## config.mk

```make
export PLATFORM = sky130hd
export DESIGN_NAME = axi_ohs_regbank
export DESIGN_NICKNAME = d
export VERILOG_FILES = /design/src/rtl/axi_ohs_pkg.sv /design/src/rtl/axi_ohs_strb_merge.sv /design/src/rtl/axi_ohs_regbank.sv
export SDC_FILE = /design/constraint.sdc
export NUM_CORES = 1
export LEC_CHECK = 0
export BUFFER_PORTS_ARGS = -buffer_cell sky130_fd_sc_hd__buf_2
export CELL_PAD_IN_SITES_DETAIL_PLACEMENT = 1
export CELL_PAD_IN_SITES_GLOBAL_PLACEMENT = 1
export CORE_AREA = 10 10 229 231
export CTS_CLUSTER_DIAMETER = 50
export CTS_CLUSTER_SIZE = 24
export DETAILED_ROUTE_END_ITERATION = 8
export DIE_AREA = 0 0 239 241
export GPL_TIMING_DRIVEN = 0
export PLACE_DENSITY = 0.84
export SETUP_SLACK_MARGIN = 0.3
export SLEW_MARGIN = 20
export SYNTH_ARGS = -nofsm -noshare
export SYNTH_HDL_FRONTEND = slang
export SYNTH_SLANG_ARGS = --single-unit
```

## constraint.sdc

```tcl
create_clock -name s_axi_aclk -period 3 [get_ports s_axi_aclk]
set_clock_uncertainty 0.2 [all_clocks]
set_input_delay 0.6 -clock s_axi_aclk [delete_from_list [all_inputs] [get_ports s_axi_aclk]]
set_output_delay 0.6 -clock s_axi_aclk [all_outputs]
set_load 0.005 [all_outputs]
```

## src/rtl/axi_ohs_pkg.sv

```systemverilog
// ---------------------------------------------------------------------------
// axi_ohs_pkg
// Shared constants for the AXI4-Lite register bank: bus data width, byte
// strobe width, the word-address LSB and the two response codes it returns.
// ---------------------------------------------------------------------------
package axi_ohs_pkg;

  localparam int DATA_W   = 32;
  localparam int STRB_W   = DATA_W / 8;
  localparam int ADDR_LSB = 2;

  localparam logic [1:0] RESP_OKAY   = 2'b00;
  localparam logic [1:0] RESP_SLVERR = 2'b10;

endpackage

```

## src/rtl/axi_ohs_strb_merge.sv

```systemverilog
// ---------------------------------------------------------------------------
// axi_ohs_strb_merge
// Byte-lane merge of a write into an existing register value.
//   prior_i  : current register contents
//   new_i    : write data
//   wstrb_i  : byte enables, lane k covers bits [k*8 +: 8]
//   merged_o : new_i on enabled lanes, prior_i elsewhere
// ---------------------------------------------------------------------------
module axi_ohs_strb_merge
  import axi_ohs_pkg::*;
(
  input  logic [DATA_W-1:0] prior_i,
  input  logic [DATA_W-1:0] new_i,
  input  logic [STRB_W-1:0] wstrb_i,
  output logic [DATA_W-1:0] merged_o
);

  always_comb begin
    merged_o = prior_i;
    for (int k = 0; k < STRB_W; k++) begin
      if (wstrb_i[k]) merged_o[k*8 +: 8] = new_i[k*8 +: 8];
    end
  end

endmodule

```

## src/rtl/axi_ohs_regbank.sv

```systemverilog
// ---------------------------------------------------------------------------
// axi_ohs_regbank
// AXI4-Lite slave exposing NUM_REGS 32-bit registers. Slots flagged in
// RO_MASK are read-only and return the matching reg_in slice.
//   s_axi_aclk / s_axi_areset : clock, synchronous active-high reset
//   s_axi_aw* / s_axi_w* / s_axi_b* : write address, data, response channels
//   s_axi_ar* / s_axi_r*            : read address and data channels
//   reg_out      : stored register values, 32 bits per slot (0 on RO slots)
//   reg_in       : hardware values returned for RO slots
//   reg_wr_pulse : one-cycle strobe per successful register write
// ---------------------------------------------------------------------------
module axi_ohs_regbank
  import axi_ohs_pkg::*;
#(
  parameter int                  S_AXI_ADDR_WIDTH = 6,
  parameter int                  NUM_REGS         = 8,
  parameter logic [NUM_REGS-1:0] RO_MASK          = '0
) (
  input  logic                         s_axi_aclk,
  input  logic                         s_axi_areset,
  input  logic [S_AXI_ADDR_WIDTH-1:0]  s_axi_awaddr,
  input  logic                         s_axi_awvalid,
  output logic                         s_axi_awready,
  input  logic [DATA_W-1:0]            s_axi_wdata,
  input  logic [STRB_W-1:0]            s_axi_wstrb,
  input  logic                         s_axi_wvalid,
  output logic                         s_axi_wready,
  output logic [1:0]                   s_axi_bresp,
  output logic                         s_axi_bvalid,
  input  logic                         s_axi_bready,
  input  logic [S_AXI_ADDR_WIDTH-1:0]  s_axi_araddr,
  input  logic                         s_axi_arvalid,
  output logic                         s_axi_arready,
  output logic [DATA_W-1:0]            s_axi_rdata,
  output logic [1:0]                   s_axi_rresp,
  output logic                         s_axi_rvalid,
  input  logic                         s_axi_rready,
  output logic [NUM_REGS*DATA_W-1:0]   reg_out,
  input  logic [NUM_REGS*DATA_W-1:0]   reg_in,
  output logic [NUM_REGS-1:0]          reg_wr_pulse
);

  localparam int IDX_W = S_AXI_ADDR_WIDTH - ADDR_LSB;

  logic              aw_held_q, aw_held_d;
  logic [IDX_W-1:0]  aw_idx_q,  aw_idx_d;
  logic              w_held_q,  w_held_d;
  logic [DATA_W-1:0] wdata_q,   wdata_d;
  logic [STRB_W-1:0] wstrb_q,   wstrb_d;
  logic              bvalid_q,  bvalid_d;
  logic [1:0]        bresp_q,   bresp_d;
  logic              rvalid_q,  rvalid_d;
  logic [DATA_W-1:0] rdata_q,   rdata_d;
  logic [1:0]        rresp_q,   rresp_d;
  logic [NUM_REGS-1:0] pulse_q, pulse_d;
  logic [DATA_W-1:0] regs_q [NUM_REGS];
  logic [DATA_W-1:0] regs_d [NUM_REGS];

  logic              aw_hs, w_hs, ar_hs, commit;
  logic [IDX_W-1:0]  ar_idx;
  logic [NUM_REGS-1:0] wr_sel, rd_sel;
  logic              wr_ok, rd_ok, rd_ro;
  logic [DATA_W-1:0] wr_prior, wr_merged, rd_val;
  logic              unused_ok;

  assign aw_hs  = s_axi_awvalid && !aw_held_q;
  assign w_hs   = s_axi_wvalid  && !w_held_q;
  assign ar_hs  = s_axi_arvalid && !rvalid_q;
  assign ar_idx = s_axi_araddr[S_AXI_ADDR_WIDTH-1:ADDR_LSB];
  // A full address/data pair retires only when the response slot is free,
  // or is being freed on this same edge.
  assign commit = aw_held_q && w_held_q && (!bvalid_q || s_axi_bready);

  // Byte offsets are irrelevant to a word bank; writable slots never read reg_in.
  assign unused_ok = ^{s_axi_awaddr[ADDR_LSB-1:0], s_axi_araddr[ADDR_LSB-1:0], reg_in};

  // Index decode; an all-zero select vector means the index is out of range.
  always_comb begin
    wr_sel   = '0;
    rd_sel   = '0;
    wr_prior = '0;
    rd_val   = '0;
    rd_ro    = 1'b0;
    for (int i = 0; i < NUM_REGS; i++) begin
      wr_sel[i] = (aw_idx_q == IDX_W'(i));
      rd_sel[i] = (ar_idx == IDX_W'(i));
      if (wr_sel[i]) wr_prior = regs_q[i];
      if (rd_sel[i]) begin
        rd_val = RO_MASK[i] ? reg_in[i*DATA_W +: DATA_W] : regs_q[i];
        rd_ro  = RO_MASK[i];
      end
    end
    wr_ok = |(wr_sel & ~RO_MASK);
    rd_ok = |rd_sel;
  end

  axi_ohs_strb_merge u_merge (
    .prior_i  (wr_prior),
    .new_i    (wdata_q),
    .wstrb_i  (wstrb_q),
    .merged_o (wr_merged)
  );

  always_comb begin
    aw_held_d = aw_held_q;
    aw_idx_d  = aw_idx_q;
    w_held_d  = w_held_q;
    wdata_d   = wdata_q;
    wstrb_d   = wstrb_q;
    bvalid_d  = bvalid_q;
    bresp_d   = bresp_q;
    rvalid_d  = rvalid_q;
    rdata_d   = rdata_q;
    rresp_d   = rresp_q;
    pulse_d   = '0;
    regs_d    = regs_q;

    // commit needs both holds full and a handshake needs its hold empty,
    // so the clears below never collide with a same-edge capture.
    if (commit) begin
      aw_held_d = 1'b0;
      w_held_d  = 1'b0;
    end
    if (aw_hs) begin
      aw_held_d = 1'b1;
      aw_idx_d  = s_axi_awaddr[S_AXI_ADDR_WIDTH-1:ADDR_LSB];
    end
    if (w_hs) begin
      w_held_d = 1'b1;
      wdata_d  = s_axi_wdata;
      wstrb_d  = s_axi_wstrb;
    end

    if (bvalid_q && s_axi_bready) bvalid_d = 1'b0;
    if (commit) begin
      bvalid_d = 1'b1;
      bresp_d  = wr_ok ? RESP_OKAY : RESP_SLVERR;
      if (wr_ok) begin
        pulse_d = wr_sel;
        for (int i = 0; i < NUM_REGS; i++) begin
          if (wr_sel[i]) regs_d[i] = wr_merged;
        end
      end
    end

    // Reads sample regs_q, so a same-edge write commit is not yet visible.
    if (rvalid_q && s_axi_rready) rvalid_d = 1'b0;
    if (ar_hs) begin
      rvalid_d = 1'b1;
      rdata_d  = rd_ok ? rd_val : '0;
      rresp_d  = rd_ok ? RESP_OKAY : RESP_SLVERR;
    end
    if (ar_hs && rd_ro) rresp_d = RESP_OKAY;
  end

  always_ff @(posedge s_axi_aclk) begin
    if (s_axi_areset) begin
      aw_held_q <= 1'b0;
      aw_idx_q  <= '0;
      w_held_q  <= 1'b0;
      wdata_q   <= '0;
      wstrb_q   <= '0;
      bvalid_q  <= 1'b0;
      bresp_q   <= RESP_OKAY;
      rvalid_q  <= 1'b0;
      rdata_q   <= '0;
      rresp_q   <= RESP_OKAY;
      pulse_q   <= '0;
      for (int i = 0; i < NUM_REGS; i++) regs_q[i] <= '0;
    end else begin
      aw_held_q <= aw_held_d;
      aw_idx_q  <= aw_idx_d;
      w_held_q  <= w_held_d;
      wdata_q   <= wdata_d;
      wstrb_q   <= wstrb_d;
      bvalid_q  <= bvalid_d;
      bresp_q   <= bresp_d;
      rvalid_q  <= rvalid_d;
      rdata_q   <= rdata_d;
      rresp_q   <= rresp_d;
      pulse_q   <= pulse_d;
      regs_q    <= regs_d;
    end
  end

  assign s_axi_awready = !aw_held_q;
  assign s_axi_wready  = !w_held_q;
  assign s_axi_bvalid  = bvalid_q;
  assign s_axi_bresp   = bresp_q;
  assign s_axi_arready = !rvalid_q;
  assign s_axi_rvalid  = rvalid_q;
  assign s_axi_rdata   = rdata_q;
  assign s_axi_rresp   = rresp_q;
  assign reg_wr_pulse  = pulse_q;

  for (genvar g = 0; g < NUM_REGS; g++) begin : g_out
    assign reg_out[g*DATA_W +: DATA_W] = RO_MASK[g] ? '0 : regs_q[g];
  end

endmodule

```

Yosys cells after proc, flatten, opt, wreduce, memory -nomap -nowiden
Cells that the tools add are included.
{"block": "totals", "ff_bits": 344, "output_inout_bits": 305, "wordCells": 93}
{"block": "classes", "n_eq_ne": 14, "muxes": 29, "bitwise": 2, "n_reduce_logical": 29}
{"cell": "32-bit 2-to-1 mux", "n": 16}
{"cell": "4-bit by 3-bit == test with 1-bit output, second input constant", "n": 8}
{"cell": "8-bit 2-to-1 mux", "n": 4}
{"cell": "3-bit AND reduction", "n": 8}
{"cell": "4-bit by 2-bit == test with 1-bit output, second input constant", "n": 4}
{"cell": "8-bit OR reduction", "n": 2}
{"cell": "4-bit by 1-bit == test with 1-bit output, second input constant", "n": 2}
{"cell": "4-bit zero test", "n": 2}
{"cell": "2-bit nonzero test", "n": 4}
{"cell": "1-bit logical AND", "n": 7}
{"cell": "1-bit 2-to-1 mux", "n": 7}
{"cell": "1-bit zero test", "n": 4}
{"cell": "2-bit 2-to-1 mux", "n": 2}
{"cell": "3-bit OR reduction", "n": 1}
{"cell": "1-bit NOT", "n": 2}
{"cell": "1-bit logical OR", "n": 1}

Longest topological paths before layout
Gate-level depths: netlist of run 1.
{"block": "logic_depth", "word_depth": 10, "ltp_mapped": 9}

Modules after synthesis
From an unflattened synthesis of run 1, not the netlist that was laid out.
{"block": "hier_totals", "hier_cells": 2202, "hier_area_um2": 17138.9}
{"module": "axi_ohs_regbank", "n_inst": 1, "cells_each": 2166, "area_each_um2": 16613.4, "seq_area_each_um2": 6846.6}
{"module": "axi_ohs_strb_merge", "n_inst": 1, "cells_each": 36, "area_each_um2": 525.5, "seq_area_each_um2": 0.0}

Least setup slack after synthesis of run 1
OpenSTA, ideal clock, no wires.
{"block": "synth_timing", "path_kind": "input to register", "startpoint": "in s_axi_araddr[2]", "endpoint": "reg rdata_q[26] (netlist: s_axi_rdata[26])", "setup_time_ns": 0.095, "arrival_ns": 1.869, "required_ns": 2.705, "setup_slack_ns": 0.835, "path_stages": 6, "path_buffers": 2, "cell_sequence": "clkbuf_1 buf_2 or3b_2 o22ai_1 a21oi_1 a221oi_1"}
{"block": "synth_between", "elab_chain_cells": 10, "word_cells_on_any_way": 18}
{"element": "start: declaration", "line_no": "axi_ohs_regbank.sv:31", "rtl": "input logic [S_AXI_ADDR_WIDTH-1:0] s_axi_araddr,"}
{"element": "4-bit zero test", "line_no": "axi_ohs_regbank.sv:86", "rtl": "rd_sel[i] = (ar_idx == IDX_W'(i));"}
{"element": "32-bit 2-to-1 mux (8 in a row)", "line_no": "axi_ohs_regbank.sv:88", "rtl": "if (rd_sel[i]) begin"}
{"element": "32-bit 2-to-1 mux *", "line_no": "axi_ohs_regbank.sv:150", "rtl": "rdata_d = rd_ok ? rd_val : '0;"}
{"element": "end signal: assignment", "line_no": "axi_ohs_regbank.sv:179", "rtl": "rdata_q <= rdata_d;"}
{"element": "end: declaration", "line_no": "axi_ohs_regbank.sv:53", "rtl": "logic [DATA_W-1:0] rdata_q, rdata_d;"}
Every way passes the cells marked *; elsewhere a longest branch is shown, timed or not.
A chain may end at the register's enable or synchronous reset.

Worst setup path after layout of run 1
{"block": "layout_timing", "startpoint": "in s_axi_areset", "endpoint": "reg regs_q, in the netlist reg_out[161]"}
{"element": "start: declaration", "line_no": "axi_ohs_regbank.sv:20", "rtl": "input logic s_axi_areset,"}
{"element": "end signal: assignment", "line_no": "axi_ohs_regbank.sv:182", "rtl": "regs_q <= regs_d;"}
{"element": "end: declaration", "line_no": "axi_ohs_regbank.sv:56", "rtl": "logic [DATA_W-1:0] regs_q [NUM_REGS];"}
No word-level cell between the ends.

==> metrics.md, run 1 <==
| Metric | Value |
|---|---|
| WL met1 | `42000 µm` |
| Area of placed instances | `20000 µm²` |
| Reg-to-Reg End | `reg_out[149]` |
| # clock sinks | `342` |
| Arr. time, crit path | `2.94 ns` |
| Worst-margin pin slew | `1.08 ns` |
| Port Buffers | `350` |
| WL/cell | `33.3 µm` |
| Gpl congestion | `1.02` |
| Avg Cell Area, Syn | `7.81 µm²` |
| FF-to-FF setup slack | `0.29 ns` |
| Clk root buf | `clkbuf_16` |
| Met2 routed WL | `43800 µm` |
| Register area share after synthesis | `0.393` |
| Post-synth cell types | `67` |
| Die Width | `239 µm` |
| Largest net degree at the start of global routing | `17` |
| CTS tree | `done` |
| Top FF cell, synth | `dfxtp_1` |
| Clk buf depth | `3` |
| CORE AREA | `47500 µm²` |
| Layout cells sized above 1 | `0.234` |
| Vias per cell | `6.58` |
| Worst Hold Launch | `s_axi_wdata[19]` |
| Max VDD drop | `0.377 mV` |
| RSZ-0062 raised after global routing | `false` |
| Placed cell count | `3198` |
| Global-route wire length before repair | `153000 µm` |
| Num rows | `80` |
| GR Util All Layers | `0.363` |
| Overflow after GRT | `0` |
| Post-Syn Area | `17400 µm²` |
| Post-synth EDFFs | `0` |
| Die Y | `241 µm` |
| Max-slew violation count | `0` |
| Initial antenna violation count | `5` |
| Final Util | `0.454` |
| Nets | `2944` |
| CP Capture Type | `flop` |
| Fmax | `368 MHz` |
| Worst r2r src | `aw_idx_q[1]` |
| Routed WL | `109000 µm` |
| Detailed-placement wirelength estimate | `81700 µm` |
| DR top layer | `met5` |
| Max Cap Viol | `0` |
| Initial DRC count | `3083` |
| Hold Crit Class | `in -> reg` |
| DIE AREA | `57600 µm²` |
| Post-route DRC | `0` |
| Vias in the first global route | `21296` |
| Via count | `21598` |
| Crit path max fanout | `10` |
| Power per cell area | `539 nW/µm²` |
| Register bit total from synthesis | `342` |
| # IOs | `616` |
| Commonest non-fill, non-tap cells in the layout | `buf_2, dfxtp_1, nor2_1` |
| Cell count after synthesis | `2230` |
| Final Hold Viols | `0` |
| H-tree depth | `2` |
| Effective utilization at floorplan | `0.366` |
| Crit path launch type | `primary input` |
| Min Clock Period, post-route | `2.72 ns` |
| Critical path origin | `s_axi_areset` |
| Initial DRT Pass Iterations | `8` |
| Tcrit/Tclk final | `0.906` |
| Final Instance Area | `21600 µm²` |
| Pleak | `8.77 nW` |
| CTS clk-pin slew, worst paths | `0.07 ns` |
| Worst hold path cell count | `3` |
| Area Growth Syn to Fin | `23.8%` |
| Met3 WL | `17000 µm` |
| Final non-filler cell total | `3284` |
| Clk Latency, worst-skew pair | `0.61 ns` |
| CP Class | `in -> reg` |
| Cts bufs inserted | `44` |
| WHS Endpoint | `wdata_q[19]` |
| Status | `completed` |
| Worst Path Required | `3.22 ns` |
| Post-synth ARST share | `0` |
| Max_slew headroom | `0.282` |
| Post-DRT Antenna Nets | `0` |
| Setup Viol. Count Final | `0` |
| Commonest non-fill, non-tap cell in the layout | `buf_2` |
| R2r worst-path depth | `8` |
| Ys Warns | `0` |
per-layer routing:
layer  vias up  GRT usage
li1       8801          -
met1     10604      0.465
met2      1814      0.512
met3       373      0.140
met4         6      0.200
met5         -          0
worst max-delay path, cell delays in order:
cell and delay [ns]:
clkdlybuf4s15_1 0.60, clkbuf_1 0.63, clkdlybuf4s15_1 0.93, nor3_1 0.16
state kept, by name, summed over array words and instances, names as in the netlist:
register / flops
w_held_q: 1
aw_idx_q: 4
s_axi_rvalid: 1
aw_held_q: 1
s_axi_rdata: 32
wdata_q: 32
reg_wr_pulse: 8
s_axi_bvalid: 1
s_axi_rresp: 1
s_axi_bresp: 1
reg_out: 256
wstrb_q: 4
cells in the mapped netlist (all sizes together) (3+ instances only):
cell,number,share of area
a211o,3,0.0015
a211oi,124,0.054
a21boi,48,0.021
a21oi,184,0.053
a221o,3,0.0017
a221oi,4,0.0020
a22o,3,0.0015
a22oi,28,0.012
a2bb2oi,4,0.0020
a31oi,25,0.0090
and3,6,0.0022
and4,5,0.0025
buf,86,0.028
clkbuf,127,0.028
dfxtp,342,0.39
inv,14,0.0030
mux2i,27,0.016
mux4,26,0.034
nand2,269,0.058
nand2b,21,0.0075
nand3,35,0.010
nand3b,3,0.0015
nand4,5,0.0018
nor2,329,0.071
nor2b,38,0.014
nor3,86,0.025
nor3b,39,0.017
o21a,29,0.012
o21ai,160,0.046
o21bai,23,0.0099
o221ai,28,0.014
o22a,3,0.0015
o22ai,5,0.0018
o31a,5,0.0025
o31ai,15,0.0068
o32ai,27,0.014
o41ai,3,0.0024
or2,28,0.010
what timing repair did:
item	4_1_cts	5_1_grt
hold endpoints to repair	1	0
buffers inserted	3	0
pin swaps	1	0
resized for setup	18	58
setup endpoints to repair	117	157
hold buffers	1	0
layout make-up:
cell class              count  area [µm²]
fillers                  5953       26000
multi-input cells        1662        9580
flip-flops and latches    342        6850
repair buffers            356        1820
clock buffers              51        1190
plain buffers             213        1040
well taps                 615         769
clock inverters            29         270
inverters                  14        52.6
diodes                      2        5.00
report_power, final:
part / switching, W / leakage [nW] / internal [W]
clock network: 0.00244 / 0.705 / 0.00300
logic: 0.00106 / 5.30 / 0.000402
registers: 0.0000991 / 2.76 / 0.00462
total: 0.00360 / 8.77 / 0.00802
per-stage QoR:
step                hold WS, ns  power, W  worst slack [ns]  setup TNS (ns)
floorplan                 0.246   0.00553             0.835               0
global placement          0.233   0.00614            -0.687          -44.75
detailed placement        0.242   0.00618            -0.597          -69.77
CTS                      0.0300    0.0115             0.305               0
global route             0.0481    0.0118             0.299               0
finish                   0.0384    0.0116             0.283               0
how the worst max path moves through the flow:
stage	endpoint	slack (ns)	depth (start not counted)
2_1_floorplan	s_axi_rdata[26]	0.84	6
3_5_place_dp	wdata_q[18]	-0.60	5
4_1_cts	s_axi_bvalid	0.30	5
3_3_place_gp	s_axi_rdata[29]	-0.69	5
6_report	reg_out[161]	0.28	4
5_1_grt	reg_out[235]	0.30	9
cells by family after synthesis:
family | share of synthesized area
compound gates | 0.271
buf+inv | 0.0587
flops | 0.393
mux | 0.0504
other cells | 0.000215
simple gates | 0.226
Note: power is estimated with default switching activity, not from simulation.
==> run 2: changes to the inputs <==
==> constraint.sdc (replaced) <==
create_clock -name s_axi_aclk -period 3 [get_ports s_axi_aclk]
set_clock_uncertainty 0.2 [all_clocks]
set_input_delay 0.3 -clock s_axi_aclk [delete_from_list [all_inputs] [get_ports s_axi_aclk]]
set_output_delay 0.3 -clock s_axi_aclk [all_outputs]
set_load 0.005 [all_outputs]
==> run 2 against run 1 <==
  * Core utilization grew 0.85 points
  * Critical path depth grew 4
  * Final cell count grew 1.3%
  * Cell area grew 1.9%
  * Clock power is essentially flat
  * Critical path type is now reg -> reg
  * Critical endpoint is now reg_out[149]
  * Largest cell class unchanged
==> metrics.md, run 2 (synthesis results as in run 1) <==
| Metric | Value |
|---|---|
| Status | `completed` |
| Comb power frac | `0.129 (+0.003)` |
| Vias in the first global route | `21590 (+1.4%)` |
| Routed WL | `110000 µm (+0.55%)` |
| CP Class | `reg -> reg` |
| Layout cells sized above 1 | `0.224 (-0.0101)` |
| Num rows | `80 (unchanged)` |
| Sw Ratio | `0.310 (+0.000549)` |
| Via count | `21785 (+0.87%)` |
| Slowest stage cell, crit path | `nor2b_2` |
| Effective utilization at floorplan | `0.366 (unchanged)` |
| Setup TNS | `0 ns (unchanged)` |
| Worst r2r src | `aw_idx_q[1]` |
| Critical path origin | `aw_idx_q[1]` |
| Largest net degree at the start of global routing | `17 (unchanged)` |
| Crit path launch type | `flop` |
| Final non-filler cell total | `3327 (+1.3%)` |
| # clock sinks | `342 (unchanged)` |
| Clk root buf | `clkbuf_16` |
| Switching Power | `0.00362 W (+0.68%)` |
| CP cell instances | `buf_4 -> buf_2 -> nor2b_2 -> nand3_1 -> buf_2 -> clkbuf_4 -> nor2_1 -> nor3_1` |
| Critical path's most frequent cell | `buf_2` |
| Nets | `2988 (+1.5%)` |
| CORE AREA | `47500 µm² (unchanged)` |
| CTS clk-pin slew, worst paths | `0.07 ns (about the same)` |
| Initial DRT Pass Iterations | `5 (-3)` |
| Port Buffers | `350 (unchanged)` |
| WL/cell | `33.0 µm (-0.75%)` |
| Initial DRC count | `3155 (+2.3%)` |
| Fmax | `364 MHz (-1.2%)` |
| Max VDD drop | `0.376 mV (-0.24%)` |
| Internal power | `0.00806 W (+0.42%)` |
| Initial antenna violation count | `3 (-2)` |
| Max_slew headroom | `0.0962 (-0.185)` |
| Final Hold Viols | `0 (unchanged)` |
| Worst-margin pin slew | `1.36 ns (+0.278 ns)` |
| Cts bufs inserted | `44 (unchanged)` |
| Worst hold slack | `0.0447 ns (+0.00633 ns)` |
| Clk Latency, worst-skew pair | `0.61 ns (about the same)` |
| Die Y | `241 µm (unchanged)` |
| Vias per cell | `6.55 (-0.44%)` |
| Post-DRT Antenna Nets | `0 (unchanged)` |
| Arr. time, crit path | `2.98 ns (+0.04 ns)` |
| DIE AREA | `57600 µm² (unchanged)` |
| CP Capture Type | `flop` |
| Sequential share of power | `0.404 (-0.002)` |
| Commonest non-fill, non-tap cell in the layout | `buf_2` |
| Overflow after GRT | `0 (unchanged)` |
| Hold Crit Class | `in -> reg` |
| # IOs | `616 (unchanged)` |
| Area Growth Syn to Fin | `26.1%` |
| Clock network power share | `0.467 (about the same)` |
| Power per cell area | `532 nW/µm² (-1.3%)` |
| Detailed-placement wirelength estimate | `81700 µm (unchanged)` |
| GR Util All Layers | `0.365 (+0.00223)` |
| RSZ-0062 raised after global routing | `false` |
| Setup Viol. Count Final | `0 (unchanged)` |
| Global-route wire length before repair | `154000 µm (+0.88%)` |
| H-tree depth | `2 (unchanged)` |
| Placed cell count | `3198 (unchanged)` |
| Post-route DRC | `0 (unchanged)` |
| Die Width | `239 µm (unchanged)` |
| Max-slew violation count | `0 (unchanged)` |
| Gpl congestion | `1.02 (unchanged)` |
| Worst Path Required | `3.23 ns (about the same)` |
| CTS tree | `done` |
| Worst Hold Launch | `s_axi_arvalid` |
| Tcrit/Tclk final | `0.917 (+0.0113)` |
| Max Cap Viol | `0 (unchanged)` |
| Max FFs per register | `256 (unchanged)` |
| Clk buf depth | `3 (unchanged)` |
| Commonest non-fill, non-tap cells in the layout | `buf_2, dfxtp_1, nor2_1` |
| Min Clock Period, post-route | `2.75 ns (+0.0339 ns)` |
| Slowest stage delay, CP | `0.44 ns (-0.49 ns)` |
| Crit path max fanout | `10 (unchanged)` |
| Pleak | `8.90 nW (+1.5%)` |
## run 2: cell types whose count changed in the layout (fill, tap and decap cells not counted), moves of 2 or more
cell	change
dlygate4sd3_1	+44
clkbuf_1	+19
clkbuf_2	-15
clkdlybuf4s15_1	-2
nor2_2	-2
## run 2: layout make-up
class	instances	area [µm²]
Fill cell	5913	25600
Multi-Input combinational cell	1662	9580
Sequential cell	342	6850
Timing Repair Buffer	400	2260
Clock buffer	51	1190
Buffer	213	1000
Tap cell	615	769
Clock inverter	29	270
Inverter	14	52.6
Antenna cell	1	2.50
## run 2: per-stage QoR
step / util / setup slack [ns] / total power [W] / instance area (µm²)
after floorplan: - / 1.09 / 0.00553 / 17400
after global placement: 0.420 / -0.387 / 0.00614 / 19900
after detailed placement: 0.420 / -0.297 / 0.00618 / 20000
after CTS: 0.461 / 0.309 / 0.0116 / 21900
after global routing: 0.462 / 0.304 / 0.0119 / 22000
final: 0.462 / 0.249 / 0.0117 / 22000
## run 2: routing by layer
layer,vias to the layer above,global-route usage,routed length [µm]
met4,2,0.206,6500
met5,-,0,12
met2,1802,0.515,43900
li1,8876,-,-
met1,10722,0.467,43000
met3,383,0.140,16400
## run 2: repair_timing
action / in CTS / in global routing
buffers inserted: 3 / 0
gates resized for setup: 6 / 38
endpoints found under the hold margin: 44 / 0
hold buffers: 45 / 0
setup endpoints to repair: 60 / 123
pin swaps: 1 / 0
## run 2: critical path, delay by kind of cell, from the launching register on
family                 cells  cell delay, ns
buffers and inverters      4            1.05
AND/OR/NAND/NOR            4            1.04
flip-flops                 1            0.30
## run 2: worst paths after layout
| path | end | slack (ns) | cells past startpoint |
|---|---|---|---|
| worst max-delay path | reg_out[149] | 0.25 | 8 |
| worst min-delay path | s_axi_rdata[2] | 0.04 | 5 |
| worst max register to register | reg_out[149] | 0.25 | 8 |
| worst min register to register | s_axi_rdata[11] | 0.25 | 2 |
## run 2: power groups by stage
| stage | sequential, W | clock (W) | combinational [W] |
|---|---|---|---|
| floorplan | 0.00478 | 0 | 0.000758 |
| global placement | 0.00481 | 0 | 0.00133 |
| detailed placement | 0.00481 | 0 | 0.00137 |
| CTS | 0.00471 | 0.00541 | 0.00143 |
| global route | 0.00472 | 0.00560 | 0.00155 |
| finish | 0.00472 | 0.00546 | 0.00151 |
==> run 3: changes to the inputs <==
- SETUP_SLACK_MARGIN: 0.3 -> 0.4
==> run 3 against run 2 <==
  * Sequential power is essentially flat
  * Largest power group unchanged
  * Combinational power barely moved
  * Worst setup slack better by 0.082 ns
  * Cell area up 0.25%
  * Power hardly changed
==> metrics.md, run 3 (synthesis results as in run 1) <==
| Metric | Value |
|---|---|
| CP Capture Type | `flop` |
| Hold Crit Class | `in -> reg` |
| CP Class | `in -> reg` |
| Slowest stage cell, crit path | `clkbuf_1` |
| Critical path depth | `5 (-3)` |
| Nets | `2988 (unchanged)` |
| Commonest non-fill, non-tap cell in the layout | `buf_2` |
| Worst hold path cell count | `5 (unchanged)` |
| Fmax | `375 MHz (+3.1%)` |
| Max_slew headroom | `0.134 (+0.0381)` |
| Clk root buf | `clkbuf_16` |
| Via count | `21718 (-0.31%)` |
| RSZ-0062 raised after global routing | `true` |
| Initial DRT Pass Iterations | `6 (+1)` |
| Tcrit/Tclk final | `0.889 (-0.0274)` |
| Vias per cell | `6.53 (-0.28%)` |
| Worst Path Required | `3.23 ns (about the same)` |
| Sw Ratio | `0.310 (about the same)` |
| Layout fillers | `5911 (-0.034%)` |
| Post-DRT Antenna Nets | `0 (unchanged)` |
| Initial DRC count | `3011 (-4.6%)` |
| Antenna cells | `0 (-1)` |
| Arr. time, crit path | `2.90 ns (-0.08 ns)` |
| CTS clk-pin slew, worst paths | `0.07 ns (about the same)` |
| Final Instance Area | `22000 µm² (+0.25%)` |
| Routed WL | `110000 µm (about the same)` |
| Die Width | `239 µm (unchanged)` |
| CP Buf/Inv Count | `4 (unchanged)` |
| Area of placed instances | `20000 µm² (unchanged)` |
| Setup Viol. Count Final | `0 (unchanged)` |
| Post-route DRC | `0 (unchanged)` |
| Max-slew violation count | `0 (unchanged)` |
| Clock network power share | `0.467 (about the same)` |
| Switching Power | `0.00363 W (+0.10%)` |
| Num rows | `80 (unchanged)` |
| Cts bufs inserted | `44 (unchanged)` |
| Final Util | `0.463 (+0.00116)` |
| Effective utilization at floorplan | `0.366 (unchanged)` |
| GR Util All Layers | `0.365 (about the same)` |
| Overflow after GRT | `0 (unchanged)` |
| Power, Total | `0.0117 W (about the same)` |
| H-tree depth | `2 (unchanged)` |
| Layout cells sized above 1 | `0.231 (+0.00627)` |
| Largest net degree at the start of global routing | `17 (unchanged)` |
| Slowest stage delay, CP | `0.73 ns (+0.29 ns)` |
| Crit path launch type | `primary input` |
| Crit path max fanout | `10 (unchanged)` |
| Worst-margin pin slew | `1.30 ns (-0.0572 ns)` |
| Placed cell count | `3198 (unchanged)` |
| Clk Latency, worst-skew pair | `0.62 ns (about the same)` |
| Critical path's most frequent cell | `clkbuf_1` |
| DIE AREA | `57600 µm² (unchanged)` |
| CTS tree | `done` |
| PnR worst setup slack | `0.332 ns (+0.0823 ns)` |
| Initial antenna violation count | `2 (-1)` |
| Power per cell area | `531 nW/µm² (-0.18%)` |
| Global-route wire length before repair | `154000 µm (-0.15%)` |
| WL/cell | `33.0 µm (about the same)` |
| Detailed-placement wirelength estimate | `81700 µm (unchanged)` |
| Port Buffers | `350 (unchanged)` |
| R2r worst-path depth | `7 (-1)` |
| Clk buf depth | `3 (unchanged)` |
| Comb power frac | `0.130 (about the same)` |
| # IOs | `616 (unchanged)` |
| Final Hold Viols | `0 (unchanged)` |
| Commonest non-fill, non-tap cells in the layout | `buf_2, dfxtp_1, nor2_1` |
| Internal power | `0.00806 W (about the same)` |
| Max Cap Viol | `0 (unchanged)` |
| Max VDD drop | `0.381 mV (+1.4%)` |
| Area Growth Syn to Fin | `26.4%` |
| CP cell instances | `clkbuf_1 -> clkbuf_1 -> clkbuf_1 -> clkbuf_1 -> nor3_1` |
| # clock sinks | `342 (unchanged)` |
| Gpl congestion | `1.02 (unchanged)` |
| Pleak | `8.96 nW (+0.67%)` |
| Sequential share of power | `0.403 (about the same)` |
| Status | `completed` |
| CORE AREA | `47500 µm² (unchanged)` |
| Worst path top cell family by delay | `buffers and inverters` |
| Die Y | `241 µm (unchanged)` |
| Max FFs per register | `256 (unchanged)` |
| Min Clock Period, post-route | `2.67 ns (-0.0823 ns)` |
| Pre-CTS setup slack | `-0.297 ns (unchanged)` |
| Vias in the first global route | `21617 (+0.13%)` |
| Final non-filler cell total | `3326 (-0.030%)` |
==> run 3: worst paths after layout <==
path	from	slack [ns]	endpoint
worst max-delay path	s_axi_areset	0.33	reg_out[129]
worst min-delay path	s_axi_arvalid	0.04	s_axi_rdata[2]
worst min register to register	s_axi_rdata[13]	0.25	s_axi_rdata[13]
worst max register to register	aw_idx_q[2]	0.35	reg_out[17]
==> run 3: power by group through the flow <==
stage / clock network, W / logic, W / registers (W)
after floorplan: 0 / 0.000758 / 0.00478
after global placement: 0 / 0.00133 / 0.00481
after detailed placement: 0 / 0.00137 / 0.00481
after CTS: 0.00541 / 0.00143 / 0.00471
after global routing: 0.00560 / 0.00156 / 0.00472
final: 0.00546 / 0.00152 / 0.00472
==> run 3: repair_timing <==
item / 4_1_cts / 5_1_grt
gates cloned: 0 / 0
setup endpoints to repair: 137 / 162
hold buffers: 45 / 0
pin swaps: 1 / 0
endpoints found under the hold margin: 44 / 0
buffers inserted: 3 / 0
resized for setup: 16 / 62
==> run 3: worst reg2reg max path: cells and delay by family, from the launching register on <==
kind,cells,cell delay (ns)
DFF,1,0.30
and+or+nand+nor,2,0.57
AOI/OAI and AO/OA,3,0.90
buffers and inverters,2,0.56
==> run 3: layer usage <==
| metal | share of wire | track usage | up-vias |
|---|---|---|---|
| met5 | 0.00042 | 0 | - |
| met4 | 0.060 | 0.202 | 4 |
| met3 | 0.15 | 0.138 | 390 |
| met2 | 0.40 | 0.515 | 1767 |
| met1 | 0.39 | 0.470 | 10677 |
| li1 | - | - | 8880 |
==> run 3: metrics by stage <==
stage	setup TNS, ns	hold slack (ns)
2_1_floorplan	0	0.199
3_5_place_dp	-14.50	0.242
3_3_place_gp	-8.63	0.233
5_1_grt	0	0.0683
4_1_cts	0	0.0458
6_report	0	0.0431
==> run 3: area by class of cell <==
class,count,area (µm²),area share
flip-flops and latches,342,6850,0.311
clock inverters,29,270,0.0123
well taps,615,769,0.0349
repair buffers,400,2260,0.102
inverters,14,52.6,0.00239
plain buffers,213,1040,0.0474
multi-input cells,1662,9600,0.436
clock buffers,51,1190,0.0540
